File: src/rtl/image_read_sequencer_pkg.sv
// Shared defaults, tag width and FSM encoding for the image read sequencer.
package image_mem_pkg;

  localparam int ADDR_W_DEF = 16;
  localparam int DATA_W_DEF = 16;
  localparam int IMG_W_DEF  = 64;
  localparam int IMG_H_DEF  = 64;
  localparam int TAG_W      = 16;

  typedef enum logic [1:0] {
    ST_IDLE  = 2'd0,
    ST_READ  = 2'd1,
    ST_DRAIN = 2'd2,
    ST_DONE  = 2'd3
  } seq_state_t;

  // Two spare slots beyond the read latency keep issue running at full rate.
  function automatic int fifo_depth(input int rd_lat);
    return rd_lat + 2;
  endfunction

endpackage

File: src/rtl/image_read_sequencer_if.sv
// BRAM read port plus tagged pixel stream shared by the sequencer and its neighbours.
interface image_read_sequencer_if
  import image_mem_pkg::*;
#(
  parameter int ADDR_W = ADDR_W_DEF,
  parameter int DATA_W = DATA_W_DEF
);

  logic              mem_en;
  logic [ADDR_W-1:0] mem_addr;
  logic [DATA_W-1:0] mem_dout;
  logic [DATA_W-1:0] pix_data;
  logic [TAG_W-1:0]  pix_row;
  logic [TAG_W-1:0]  pix_col;
  logic              pix_last;
  logic              pix_valid;
  logic              pix_ready;

  modport master (
    output mem_en, mem_addr, pix_data, pix_row, pix_col, pix_last, pix_valid,
    input  mem_dout, pix_ready
  );

  modport slave (
    input  mem_en, mem_addr, pix_data, pix_row, pix_col, pix_last, pix_valid,
    output mem_dout, pix_ready
  );

endinterface

File: src/rtl/image_read_sequencer_fifo.sv
// Small synchronous FIFO that soaks up returning BRAM words while the pixel consumer stalls.
module pix_skid_fifo
  import image_mem_pkg::*;
#(
  parameter int  DEPTH  = 3,
  parameter int  DATA_W = DATA_W_DEF,
  localparam int CNT_W  = $clog2(DEPTH + 1),
  localparam int PTR_W  = $clog2(DEPTH)
)(
  input  logic              clk,
  input  logic              rst,
  input  logic              push,
  input  logic [DATA_W-1:0] push_data,
  input  logic              pop,
  output logic [DATA_W-1:0] head,
  output logic              full,
  output logic              empty,
  output logic [CNT_W-1:0]  count
);

  logic [DATA_W-1:0] store [DEPTH];
  logic [PTR_W-1:0]  wr_ptr;
  logic [PTR_W-1:0]  rd_ptr;
  logic              wr_en;
  logic              rd_en;

  function automatic logic [PTR_W-1:0] ptr_inc(input logic [PTR_W-1:0] p);
    if (p == PTR_W'(DEPTH - 1)) return '0;
    else return p + PTR_W'(1);
  endfunction

  assign empty = (count == '0);
  assign full  = (count == CNT_W'(DEPTH));
  assign rd_en = pop && !empty;
  assign wr_en = push && (!full || rd_en);
  assign head  = store[rd_ptr];

  always_ff @(posedge clk or posedge rst) begin
    if (rst) begin
      wr_ptr <= '0;
      rd_ptr <= '0;
      count  <= '0;
      for (int i = 0; i < DEPTH; i++) store[i] <= '0;
    end else begin
      if (wr_en) begin
        store[wr_ptr] <= push_data;
        wr_ptr        <= ptr_inc(wr_ptr);
      end
      if (rd_en) rd_ptr <= ptr_inc(rd_ptr);
      case ({wr_en, rd_en})
        2'b10:   count <= count + CNT_W'(1);
        2'b01:   count <= count - CNT_W'(1);
        default: count <= count;
      endcase
    end
  end

  pix_skid_fifo_chk u_chk (
    .clk  (clk),
    .rst  (rst),
    .push (push),
    .pop  (rd_en),
    .full (full)
  );

endmodule

// Overflow watchdog: the issue credit must never let a word arrive at a full FIFO.
module pix_skid_fifo_chk (
  input logic clk,
  input logic rst,
  input logic push,
  input logic pop,
  input logic full
);

  no_overflow: assert property (@(posedge clk) disable iff (rst) !(push && full && !pop));

endmodule

File: src/rtl/image_read_sequencer.sv
// Raster-order BRAM reader: credit-limited issue, latency tracking and a tagged pixel stream.
module image_read_sequencer
  import image_mem_pkg::*;
#(
  parameter int                ADDR_W    = ADDR_W_DEF,
  parameter int                DATA_W    = DATA_W_DEF,
  parameter int                IMG_W     = IMG_W_DEF,
  parameter int                IMG_H     = IMG_H_DEF,
  parameter logic [ADDR_W-1:0] BASE_ADDR = '0,
  parameter int                RD_LAT    = 1
)(
  input  logic                  clk,
  input  logic                  rst,
  input  logic                  start,
  output logic                  busy,
  output logic                  done,
  image_read_sequencer_if.master bus
);

  localparam int               FIFO_DEPTH = fifo_depth(RD_LAT);
  localparam int               CNT_W      = $clog2(FIFO_DEPTH + 1);
  localparam logic [31:0]      TOTAL      = 32'(IMG_W * IMG_H);
  localparam logic [TAG_W-1:0] LAST_COL   = TAG_W'(IMG_W - 1);
  localparam logic [TAG_W-1:0] LAST_ROW   = TAG_W'(IMG_H - 1);

  seq_state_t        state;
  seq_state_t        state_next;
  logic [31:0]       issued;
  logic [ADDR_W-1:0] addr;
  logic [RD_LAT-1:0] inflight_sr;
  logic [CNT_W-1:0]  inflight;
  logic [CNT_W-1:0]  fifo_count;
  logic              fifo_full;
  logic              fifo_empty;
  logic [DATA_W-1:0] fifo_head;
  logic [TAG_W-1:0]  row;
  logic [TAG_W-1:0]  col;
  logic              accept;
  logic              credit_ok;
  logic              issue;
  logic              push;
  logic              xfer;
  logic              last_pix;

  // Words already requested count against FIFO space so a stalled consumer can never overflow it.
  assign accept    = (state == ST_IDLE) && start;
  assign credit_ok = !fifo_full &&
                     (({1'b0, fifo_count} + {1'b0, inflight}) < (CNT_W + 1)'(FIFO_DEPTH));
  assign issue     = (state == ST_READ) && (issued < TOTAL) && credit_ok;
  assign push      = inflight_sr[RD_LAT-1];
  assign xfer      = !fifo_empty && bus.pix_ready;
  assign last_pix  = (row == LAST_ROW) && (col == LAST_COL);

  always_ff @(posedge clk or posedge rst) begin
    if (rst) state <= ST_IDLE;
    else     state <= state_next;
  end

  always_comb begin
    state_next = state;
    case (state)
      ST_IDLE: begin
        if (start) state_next = ST_READ;
        else       state_next = ST_IDLE;
      end
      ST_READ: begin
        if (issue && (issued == TOTAL - 32'd1)) state_next = ST_DRAIN;
        else                                    state_next = ST_READ;
      end
      ST_DRAIN: begin
        if (xfer && last_pix) state_next = ST_DONE;
        else                  state_next = ST_DRAIN;
      end
      ST_DONE: state_next = ST_IDLE;
      default: state_next = ST_IDLE;
    endcase
  end

  always_ff @(posedge clk or posedge rst) begin
    if (rst) begin
      issued <= '0;
      addr   <= '0;
    end else if (accept) begin
      issued <= '0;
      addr   <= BASE_ADDR;
    end else if (issue) begin
      issued <= issued + 32'd1;
      addr   <= addr + ADDR_W'(1);
    end
  end

  // Valid bit rides alongside each read; the word is captured as its bit falls off the end.
  always_ff @(posedge clk or posedge rst) begin
    if (rst) begin
      inflight_sr <= '0;
      inflight    <= '0;
    end else begin
      inflight_sr[0] <= issue;
      for (int i = 1; i < RD_LAT; i++) inflight_sr[i] <= inflight_sr[i-1];
      case ({issue, push})
        2'b10:   inflight <= inflight + CNT_W'(1);
        2'b01:   inflight <= inflight - CNT_W'(1);
        default: inflight <= inflight;
      endcase
    end
  end

  always_ff @(posedge clk or posedge rst) begin
    if (rst) begin
      row <= '0;
      col <= '0;
    end else if (accept) begin
      row <= '0;
      col <= '0;
    end else if (xfer) begin
      if (col == LAST_COL) begin
        col <= '0;
        row <= last_pix ? '0 : row + TAG_W'(1);
      end else begin
        col <= col + TAG_W'(1);
      end
    end
  end

  pix_skid_fifo #(
    .DEPTH  (FIFO_DEPTH),
    .DATA_W (DATA_W)
  ) u_fifo (
    .clk       (clk),
    .rst       (rst),
    .push      (push),
    .push_data (bus.mem_dout),
    .pop       (xfer),
    .head      (fifo_head),
    .full      (fifo_full),
    .empty     (fifo_empty),
    .count     (fifo_count)
  );

  assign busy          = (state == ST_READ) || (state == ST_DRAIN);
  assign done          = (state == ST_DONE);
  assign bus.mem_en    = issue;
  assign bus.mem_addr  = addr;
  assign bus.pix_valid = !fifo_empty;
  assign bus.pix_data  = fifo_head;
  assign bus.pix_row   = row;
  assign bus.pix_col   = col;
  assign bus.pix_last  = !fifo_empty && last_pix;

endmodule

File: src/flat_wrapper.sv
// flat-port wrapper written by rule: the top's interface ports become plain ports
module image_read_sequencer_flat import image_mem_pkg::*;
#(
  parameter int                ADDR_W    = ADDR_W_DEF,
  parameter int                DATA_W    = DATA_W_DEF,
  parameter int                IMG_W     = IMG_W_DEF,
  parameter int                IMG_H     = IMG_H_DEF,
  parameter logic [ADDR_W-1:0] BASE_ADDR = '0,
  parameter int                RD_LAT    = 1
)
  (clk, rst, start, busy, done, bus_mem_en, bus_mem_addr, bus_pix_data, bus_pix_row, bus_pix_col, bus_pix_last, bus_pix_valid, bus_mem_dout, bus_pix_ready);
  image_read_sequencer_if #(.ADDR_W(ADDR_W), .DATA_W(DATA_W)) bus_i ();
  input  logic clk;
  input  logic rst;
  input  logic start;
  output logic busy;
  output logic done;
  output wire logic [$bits(bus_i.mem_en)-1:0] bus_mem_en;
  output wire logic [$bits(bus_i.mem_addr)-1:0] bus_mem_addr;
  output wire logic [$bits(bus_i.pix_data)-1:0] bus_pix_data;
  output wire logic [$bits(bus_i.pix_row)-1:0] bus_pix_row;
  output wire logic [$bits(bus_i.pix_col)-1:0] bus_pix_col;
  output wire logic [$bits(bus_i.pix_last)-1:0] bus_pix_last;
  output wire logic [$bits(bus_i.pix_valid)-1:0] bus_pix_valid;
  input wire logic [$bits(bus_i.mem_dout)-1:0] bus_mem_dout;
  input wire logic [$bits(bus_i.pix_ready)-1:0] bus_pix_ready;
  assign bus_mem_en = bus_i.mem_en;
  assign bus_mem_addr = bus_i.mem_addr;
  assign bus_pix_data = bus_i.pix_data;
  assign bus_pix_row = bus_i.pix_row;
  assign bus_pix_col = bus_i.pix_col;
  assign bus_pix_last = bus_i.pix_last;
  assign bus_pix_valid = bus_i.pix_valid;
  assign bus_i.mem_dout = bus_mem_dout;
  assign bus_i.pix_ready = bus_pix_ready;
  image_read_sequencer #(.ADDR_W(ADDR_W), .DATA_W(DATA_W), .IMG_W(IMG_W), .IMG_H(IMG_H), .BASE_ADDR(BASE_ADDR), .RD_LAT(RD_LAT)) u_core (.clk(clk), .rst(rst), .start(start), .busy(busy), .done(done), .bus(bus_i));
endmodule
File: config.mk
export PLATFORM = sky130hd
export DESIGN_NAME = image_read_sequencer_flat
export DESIGN_NICKNAME = d
export VERILOG_FILES = /design/src/rtl/image_read_sequencer_pkg.sv /design/src/rtl/image_read_sequencer_if.sv /design/src/rtl/image_read_sequencer_fifo.sv /design/src/rtl/image_read_sequencer.sv /design/src/flat_wrapper.sv
export SDC_FILE = /design/constraint.sdc
export NUM_CORES = 1
export LEC_CHECK = 0
export CAP_MARGIN = 20
export CORE_MARGIN = 1.5
export CORE_UTILIZATION = 55
export CTS_BUF_LIST = sky130_fd_sc_hd__clkbuf_4
export DETAILED_ROUTE_END_ITERATION = 7
export PLACE_DENSITY_LB_ADDON = 0.05
export SYNTH_ARGS = -nofsm -noshare
export SYNTH_HDL_FRONTEND = slang
export SYNTH_SLANG_ARGS = --single-unit
File: constraint.sdc
create_clock -name clk -period 8.1 [get_ports clk]
set_input_delay 1.62 -clock clk [delete_from_list [all_inputs] [get_ports clk]]
set_output_delay 1.62 -clock clk [all_outputs]
set_load 0.03 [all_outputs]
==> flow_summary_export.csv, run 1 <==
group,metric,value,unit
sta,drv_slew,0,
route,first_iter_violations,286,
critical_path,slowest_stage,"clkdlybuf4s50_1",
yosys,synthFlopType,"dfrtp_1",
critical_path,crit_chain,"ha_1 > fa_1 > a211oi_1 > and4_1 > nand2_1 > clkinv_1 > clkdlybuf4s50_1",
yosys,synth_top_area_share,0.5294,
critical_path,start_kind,"register",
power_and_ir_drop,peakVddDrop,0.1742,mV
clocking,cts_inserted_buffers,17,
clocking,cts_sinks,139,
finish,postLayoutCellArea,7926,um2
floorplanning,io_pins,89,
power_and_ir_drop,power_density,299.0,nW/um2
run,max_cap_viol_count,0,
yosys,yosys-top-cells-count,"dfrtp_1, nand2_1, nor2_1",
global_routing,grt_pass1_wl,23810,um
clocking,cts.repair.resized,0,
yosys,netlist_instances,604,
floorplanning,dieWidth,112.3,um
place,routabilityCongestion,0.7855,
yosys,synth-seq-area-share,0.5294,
floorplanning,initial_utilization,0.5705,
global_routing,grt_usage,0.2387,
critical_path,cp_data_required_time,6.48,ns
sta,finalSetupTns,0,ns
clocking,clock_path_buffers,2,
clocking,cts_tree,"built",
finish,drive_gt1_frac,0.1317,
route,via_per_inst,5.726,
critical_path,crit_path_end_kind,"output port",
hold_path,hold_depth,1,
yosys,yosys_warnings,0,
yosys,yosysMostFrequentCell,"dfrtp_1",
critical_path,cpPeakStageDelay,0.70,ns
critical_path,worstPathArrival,3.34,ns
route,wirelength,13960,um
yosys,synth_fp_nets,637,
clocking,path_clk_slew,0.11,ns
place,dp_hpwl,9379,um
finish,ff_latch_area,3478,um2
clocking,holdBufCountCts,0,
sta,fin_crit_sh,0.6128,
clocking,clk_latency,0.54,ns
global_routing,grt_pass1_vias,4870,
hold_path,hp-class,"reg -> reg",
route,drt.antenna.violating_nets,0,
sta,setup_viol,0,
clocking,cts_setup_buffers,0,
route,drc,0,
route,wl_per_cell,16.42,um
sta,rsz0062_at_grt,"false",
sta,setup_ws,3.136,ns
yosys,yosys.cell_types.count,52,
finish,area_delta_synth_final,20.64,%
sta,hold_slack,0.4969,ns
critical_path,worst-setup-path-type,"reg -> out",
finish,multi_input_area,2947,um2
clocking,htree_levels,4,
yosys,syn_area_per_cell,10.88,um2
critical_path,path_max_fanout,7,
clocking,root_buffer,"clkbuf_4",
yosys,synthArstFlopShare,1.000,
global_routing,grt-ovfl-total,0,
global_routing,grt_max_degree,86,
place,placed_cell_area,7566,um2
floorplanning,fp-row-count,39,
yosys,synth_edf_count,0,
yosys,synth.top_cells.by_area,"dfrtp_1, mux2_2, xnor2_1, nand2_1, nor2_1",
global_routing,antenna_found_initial,1,
yosys,yosys.area.top_type,"dfrtp_1",
floorplanning,die_area,12610,um2
outcome,status,"complete, no violations",
sta,slew_headroom,0.2777,
sta,hold_violations,0,
sta,fin_skew,0.01196,ns
floorplanning,die_h,112.3,um
route,via_count,4867,
yosys,netlist_area,6570,um2
place,port_buffers,88,
route,first_pass_iters,7,
finish,post-route-util,0.6883,
place,place_ws,3.748,ns
critical_path,reg2regPathDepth,7,
floorplanning,core,11520,um2
sta,max_freq,0.2015,GHz
power_and_ir_drop,p_leak,0.003426,uW
sta,min_period,4.964,ns
yosys,yosys_register_bits,139,
finish,layout.nets,726,
finish,fillCellCount,870,
sta,worst_pin_slew,1.081,ns
[per-stage QoR]
step / std cells / power, uW
2_1_floorplan: 604 / 1597
3_3_place_gp: 815 / 1864
3_5_place_dp: 815 / 1892
4_1_cts: 847 / 2378
5_1_grt: 850 / 2513
6_report: 850 / 2370
[routing by layer]
metal | GRT usage | vias up | routed length (um)
met5 | 0 | - | 0
met4 | 0.09367 | 0 | 183
met3 | 0.05994 | 17 | 608
met2 | 0.3693 | 115 | 6661
met1 | 0.3273 | 2421 | 6501
li1 | - | 2314 | -
[worst max-delay path, delay by kind of cell (launching register included)]
| kind | cells | cell delay (ns) |
|---|---|---|
| fa+ha+maj | 2 | 0.66 |
| buf+inv | 2 | 0.90 |
| compound gates | 1 | 0.32 |
| flops | 1 | 0.47 |
| simple gates | 2 | 0.45 |
[flip-flops by register name, summed over array words and instances (netlist names), named ones only]
register / cells
u_core.inflight_sr: 1
u_core.u_fifo.count: 2
u_core.u_fifo.rd_ptr: 2
u_core.u_fifo.wr_ptr: 2
u_core.bus.pix_col: 16
u_core.u_fifo.store: 48
u_core.inflight: 2
u_core.state: 1
u_core.bus.mem_addr: 16
u_core.issued: 32
u_core.bus.pix_row: 16
[final cells by class]
class / count / area share
Sequential cell: 139 / 0.4388
Inverter: 13 / 0.006472
Clock buffer: 20 / 0.01894
Clock inverter: 12 / 0.01926
Tap cell: 143 / 0.02257
Timing Repair Buffer: 94 / 0.1219
Antenna cell: 1 / 0.0003157
Multi-Input combinational cell: 428 / 0.3717
[power breakdown]
group / switching [uW] / internal (uW) / total [uW]
clock: 234 / 248 / 482
combinational: 509 / 403 / 912
sequential: 129 / 846 / 976
total: 872 / 1500 / 2370
[path summary, 6_finish.rpt]
kind	from	to	slack (ns)
hold reg to reg	u_core.issued[15]$_DFFE_PP0P_	u_core.issued[15]$_DFFE_PP0P_	0.50
min in group asynchronous	rst	u_core.bus.pix_row[14]$_DFFE_PP0P_	1.53
max in group asynchronous	rst	u_core.u_fifo.store[20]$_DFFE_PP0P_	5.40
hold / removal	u_core.issued[15]$_DFFE_PP0P_	u_core.issued[15]$_DFFE_PP0P_	0.50
setup reg to reg	u_core.u_fifo.count[0]$_DFFE_PP0P_	u_core.bus.mem_addr[9]$_DFFE_PP0P_	4.91
setup / recovery	u_core.u_fifo.count[0]$_DFFE_PP0P_	bus_mem_en	3.14
[cells by family after synthesis]
group	synth area share
muxes	0.1112
buffers and inverters	0.02209
AOI/OAI and AO/OA	0.06152
xor gates and xnor gates	0.05332
DFF	0.5294
adders and majority gates	0.02590
and+or+nand+nor	0.1965
[layout by cell type (no fill, tap or decap), types with 3 or more instances in the layout]
cell type,synthesis,routed
nand4_1,11,11
a31o_2,3,3
nand3_1,22,22
mux2i_1,19,19
a21o_1,4,4
xor2_1,7,7
nor4_1,20,20
buf_4,0,4
nor2b_1,4,4
o211ai_1,3,3
nand2_1,56,56
nor3_1,12,12
clkinv_1,1,7
xnor2_1,33,33
and4_1,9,9
o21ai_0,24,24
clkdlybuf4s50_1,0,88
bufinv_16,0,4
mux2_2,48,48
ha_1,12,12
and3_1,7,7
clkbuf_4,0,20
or3_1,5,5
dfrtp_1,139,139
a21oi_1,17,17
nor2_1,53,53
inv_1,12,11
and2_1,23,23
(Power assumes the default switching activity.)
==> inputs of run 2 (changes only) <==
--- a/config.mk
+++ b/config.mk
@@ -7,7 +7,7 @@
 export LEC_CHECK = 0
 export CAP_MARGIN = 20
 export CORE_MARGIN = 1.5
-export CORE_UTILIZATION = 55
+export CORE_UTILIZATION = 51
 export CTS_BUF_LIST = sky130_fd_sc_hd__clkbuf_4
 export DETAILED_ROUTE_END_ITERATION = 7
 export PLACE_DENSITY_LB_ADDON = 0.05
==> constraint.sdc (replaced) <==
create_clock -name clk -period 4.1 [get_ports clk]
set_input_delay 0.82 -clock clk [delete_from_list [all_inputs] [get_ports clk]]
set_output_delay 0.82 -clock clk [all_outputs]
set_load 0.03 [all_outputs]
==> flow_summary_export.csv, run 2 (same netlist as run 1, synthesis figures left out) <==
group,metric,value,unit
outcome,status,"complete, no violations",
critical_path,path_max_fanout,7,
critical_path,crit_chain,"ha_1 > fa_1 > a211oi_1 > and4_1 > nand2_1 > clkinv_1 > dlygate4sd2_1",
finish,final_cell_count_no_fill,882,
route,first_iter_violations,375,
hold_path,hp-class,"reg -> reg",
place,placed_cell_area,7661,um2
clocking,clk_latency,0.55,ns
sta,fin_skew,0.01087,ns
critical_path,cp.depth,7,
power_and_ir_drop,peakVddDrop,0.2627,mV
global_routing,grt_pass1_vias,4825,
critical_path,worstPathArrival,3.11,ns
sta,max_freq,0.2544,GHz
finish,area_delta_synth_final,21.35,%
finish,layout.nets,730,
route,via_per_inst,5.443,
global_routing,grt_usage,0.2272,
clocking,holdBufCountCts,0,
finish,top_register,"u_core.u_fifo.store",
critical_path,slowest_stage,"dfrtp_1",
power_and_ir_drop,power_density,588.8,nW/um2
floorplanning,die_area,13570,um2
route,first_pass_iters,4,
clocking,root_buffer,"clkbuf_4",
critical_path,crit_path_end_kind,"output port",
global_routing,use_met3,0.06072,
critical_path,reg2regPathDepth,7,
hold_path,hold_depth,1,
clocking,path_clk_slew,0.11,ns
place,port_buffers,88,
clocking,cts_tree,"built",
finish,top_regs,"u_core.u_fifo.store (48), u_core.issued (32)",
sta,slew_headroom,0.4223,
critical_path,path_buf_inv,2,
sta,drv_slew,0,
sta,setup_viol,0,
sta,rsz0062_at_grt,"false",
sta,finalSetupTns,0,ns
power_and_ir_drop,p_leak,0.003427,uW
route,drt.antenna.violating_nets,0,
floorplanning,fp-row-count,41,
finish,postLayoutCellArea,7973,um2
clocking,cts_setup_buffers,0,
sta,hold_violations,0,
route,via_count,4801,
global_routing,use_met2,0.3635,
clocking,clock_path_buffers,2,
floorplanning,die_h,116.5,um
floorplanning,core,12620,um2
place,dp_hpwl,9563,um
place,dp_cells,850,
clocking,cts_inserted_buffers,17,
critical_path,start_kind,"register",
global_routing,use_met1,0.2982,
global_routing,grt_max_degree,86,
route,wl_per_cell,16.08,um
floorplanning,initial_utilization,0.5206,
finish,drive_gt1_frac,0.1423,
clocking,cts_sinks,139,
global_routing,grt-ovfl-total,0,
global_routing,antenna_found_initial,0,
finish,diodes,0,
sta,min_period,3.931,ns
global_routing,grt_pass1_wl,23490,um
critical_path,cpPeakStageDelay,0.47,ns
place,routabilityCongestion,0.8494,
finish,layout_common_cells,"dfrtp_1, clkdlybuf4s50_1, nand2_1",
finish,final_common_cell,"dfrtp_1",
critical_path,worst-setup-path-type,"reg -> out",
floorplanning,dieWidth,116.5,um
critical_path,crit_family,"adder cells",
route,drc,0,
route,wirelength,14180,um
clocking,htree_levels,4,
sta,worst_pin_slew,0.8644,ns
critical_path,cp_data_required_time,3.28,ns
floorplanning,io_pins,89,
run,max_cap_viol_count,0,
global_routing,busiest_layer,"met2",
finish,largest_reg_flops,48,
sta,fin_crit_sh,0.9589,
clocking,cts.repair.resized,1,
run 2: changes by cell type in the layout (fill, tap and decap cells not counted), moves of 2 or more:
cell	change
clkinvlp_4	+5
buf_16	-2
clkinv_1	-4
clkinv_2	+2
buf_4	+5
clkbuf_4	-2
run 2: cell type report:
type                            instances  area, um2
Multi-Input combinational cell        428       2947
Tap cell                              172      215.2
Timing Repair Buffer                   98      967.2
Clock inverter                         14      177.7
Fill cell                            1089       4647
Clock buffer                           18      135.1
Sequential cell                       139       3478
Inverter                               13      52.55
run 2: final timing paths:
kind | slack [ns] | from | to
worst min-delay path | 0.50 | u_core.issued[31]$_DFFE_PP0P_ | u_core.issued[31]$_DFFE_PP0P_
worst max register to register | 0.90 | u_core.u_fifo.count[0]$_DFFE_PP0P_ | u_core.bus.mem_addr[9]$_DFFE_PP0P_
min in group asynchronous | 0.67 | rst | u_core.issued[8]$_DFFE_PP0P_
max in group asynchronous | 2.62 | rst | u_core.u_fifo.store[15]$_DFFE_PP0P_
worst min register to register | 0.50 | u_core.issued[31]$_DFFE_PP0P_ | u_core.issued[31]$_DFFE_PP0P_
worst max-delay path | 0.17 | u_core.u_fifo.count[0]$_DFFE_PP0P_ | bus_mem_en
run 2: report_power, final:
part / leakage [uW] / switching [uW] / internal (uW)
registers: 0.00184 / 220 / 1670
clock network: 0.000159 / 487 / 481
logic: 0.00143 / 1050 / 786
total: 0.00343 / 1760 / 2940
run 2: metrics by stage:
stage | hold slack, ns | setup WS (ns) | total power, uW | utilization
after floorplan | 0.4539 | 1.327 | 3156 | -
after global placement | 0.4694 | 0.5510 | 3715 | 0.6071
after detailed placement | 0.4712 | 0.5063 | 3771 | 0.6071
final | 0.4982 | 0.1687 | 4695 | 0.6318
after global routing | 0.5158 | 0.0005471 | 4984 | 0.6318
after CTS | 0.5039 | 0.1226 | 4745 | 0.6318
run 2: routing by layer:
| metal | wire [um] | up-vias |
|---|---|---|
| li1 | - | 2325 |
| met1 | 6505 | 2363 |
| met2 | 6800 | 88 |
| met3 | 568 | 25 |
| met4 | 306 | 0 |
| met5 | 0 | - |
==> inputs of run 3 (changes only) <==
--- a/config.mk
+++ b/config.mk
@@ -6,10 +6,12 @@
 export NUM_CORES = 1
 export LEC_CHECK = 0
 export CAP_MARGIN = 20
-export CORE_MARGIN = 1.5
+export CORE_MARGIN = 10
 export CORE_UTILIZATION = 51
 export CTS_BUF_LIST = sky130_fd_sc_hd__clkbuf_4
 export DETAILED_ROUTE_END_ITERATION = 7
+export HOLD_SLACK_MARGIN = 0.05
+export MAX_ROUTING_LAYER = met4
 export PLACE_DENSITY_LB_ADDON = 0.05
 export SYNTH_ARGS = -nofsm -noshare
 export SYNTH_HDL_FRONTEND = slang
==> flow_summary_export.csv, run 3 (same netlist as run 1, synthesis figures left out) <==
group,metric,value,unit
global_routing,grt_pass1_vias,4775,
sta,finalSetupTns,0,ns
route,via_count,4766,
critical_path,crit_path_start,"u_core.u_fifo.count[0]$_DFFE_PP0P_",
finish,top_regs,"u_core.u_fifo.store (48), u_core.issued (32)",
sta,drv_slew,0,
finish,post-route-util,0.6252,
route,wirelength,14490,um
clocking,path_clk_slew,0.10,ns
global_routing,grt-ovfl-total,0,
route,wl_per_cell,16.47,um
critical_path,worst-setup-path-type,"reg -> out",
floorplanning,fp-row-count,41,
finish,layout.nets,730,
hold_path,min_from,"u_core.issued[25]$_DFFE_PP0P_",
floorplanning,die_area,17820,um2
clocking,clock_path_buffers,2,
finish,fillCellCount,1109,
finish,largest_reg_flops,48,
route,drc,0,
finish,final_cell_count_no_fill,880,
finish,diodes,0,
finish,area_delta_synth_final,20.09,%
route,first_pass_iters,5,
place,dp_cells,850,
floorplanning,die_h,133.5,um
global_routing,grt_pass1_wl,24310,um
power_and_ir_drop,peakVddDrop,0.3251,mV
critical_path,path_max_fanout,7,
clocking,cts_sinks,139,
clocking,clk_latency,0.52,ns
floorplanning,dieWidth,133.5,um
route,drt.antenna.violating_nets,0,
place,placed_cell_area,7661,um2
clocking,root_buffer,"clkbuf_4",
clocking,cts_inserted_buffers,17,
clocking,cts_tree,"built",
sta,rsz0062_at_grt,"false",
sta,worst_pin_slew,0.9044,ns
sta,setup_viol,0,
critical_path,start_kind,"register",
finish,final_common_cell,"dfrtp_1",
finish,layout_common_cells,"dfrtp_1, clkdlybuf4s50_1, nand2_1",
finish,top_register,"u_core.u_fifo.store",
clocking,holdBufCountCts,0,
global_routing,grt_usage,0.1717,
critical_path,timing.rr.start,"u_core.u_fifo.count[0]$_DFFE_PP0P_",
global_routing,antenna_found_initial,0,
route,via_per_inst,5.416,
route,first_iter_violations,296,
sta,fin_crit_sh,0.9054,
run,max_cap_viol_count,0,
sta,slew_headroom,0.3930,
critical_path,worstPathArrival,2.89,ns
clocking,htree_levels,4,
global_routing,grt_max_degree,109,
power_and_ir_drop,p_leak,0.003403,uW
finish,postLayoutCellArea,7890,um2
sta,hold_violations,0,
power_and_ir_drop,power_density,573.9,nW/um2
sta,fin_skew,0.01303,ns
sta,max_freq,0.2694,GHz
floorplanning,initial_utilization,0.5206,
hold_path,hp-class,"reg -> reg",
place,port_buffers,88,
critical_path,crit_path_end_kind,"output port",
finish,drive_gt1_frac,0.1398,
outcome,status,"complete, no violations",
floorplanning,io_pins,89,
sta,min_period,3.712,ns
floorplanning,core,12620,um2
place,routabilityCongestion,0.8446,
place,dp_hpwl,10180,um
critical_path,cp_data_required_time,3.28,ns
-- run 3: changes by cell type in the layout (fill, tap and decap cells not counted), sizes merged --
cell,previous run,this run
dlygate4sd2,1,0
clkinvlp,5,1
clkbuf,18,26
bufinv,4,1
clkinv,7,5
-- run 3: critical path, cell delays in order (launching register included) --
cell	delay [ns]
dfrtp_1	0.46
ha_1	0.24
fa_1	0.45
a211oi_1	0.34
and4_1	0.27
nand2_1	0.17
clkinv_1	0.19
clkbuf_2	0.24
-- run 3: power breakdown --
group | internal [uW] | switching (uW)
sequential | 1670 | 244
clock | 343 | 427
combinational | 793 | 1050
-- run 3: what timing repair did --
action | CTS | global route
resized for setup | 1 | 2
hold endpoints to repair | 0 | 0
setup buffers | 0 | 0
setup endpoints to repair | 1 | 1
-- run 3: metrics by stage --
stage / hold slack [ns] / setup slack (ns) / power [uW]
6_report: 0.4941 / 0.3879 / 4528
2_1_floorplan: 0.4539 / 1.327 / 3156
5_1_grt: 0.5124 / 0.1517 / 4829
4_1_cts: 0.4985 / 0.1362 / 4581
3_3_place_gp: 0.4693 / 0.5688 / 3736
3_5_place_dp: 0.4751 / 0.4634 / 3810
-- run 3: area by class of cell --
| class | instances | area (um2) | share of cell area |
|---|---|---|---|
| clock buffer | 25 | 187.7 | 0.02379 |
| clock inverter | 5 | 46.29 | 0.005867 |
| inverter | 13 | 52.55 | 0.006660 |
| multi-input combinational | 428 | 2947 | 0.3735 |
| sequential | 139 | 3478 | 0.4409 |
| tap | 172 | 215.2 | 0.02728 |
| timing repair buffer | 98 | 963.4 | 0.1221 |
-- run 3: worst paths after layout --
check,to,slack (ns),cells after the start
hold reg to reg,u_core.issued[25]$_DFFE_PP0P_,0.49,1
min in group asynchronous,u_core.issued[31]$_DFFE_PP0P_,0.75,2
hold / removal,u_core.issued[25]$_DFFE_PP0P_,0.49,1
max in group asynchronous,u_core.u_fifo.store[17]$_DFFE_PP0P_,2.38,3
setup / recovery,bus_mem_en,0.39,7
setup reg to reg,u_core.bus.mem_addr[9]$_DFFE_PP0P_,0.86,7
-- run 3: layer usage --
metal / share of wire / global-route usage / up-vias
li1: - / - / 2331
met1: 0.46 / 0.2191 / 2304
met2: 0.48 / 0.2594 / 111
met3: 0.043 / 0.04474 / 20
met4: 0.018 / 0.06106 / 0
met5: 0 / - / -
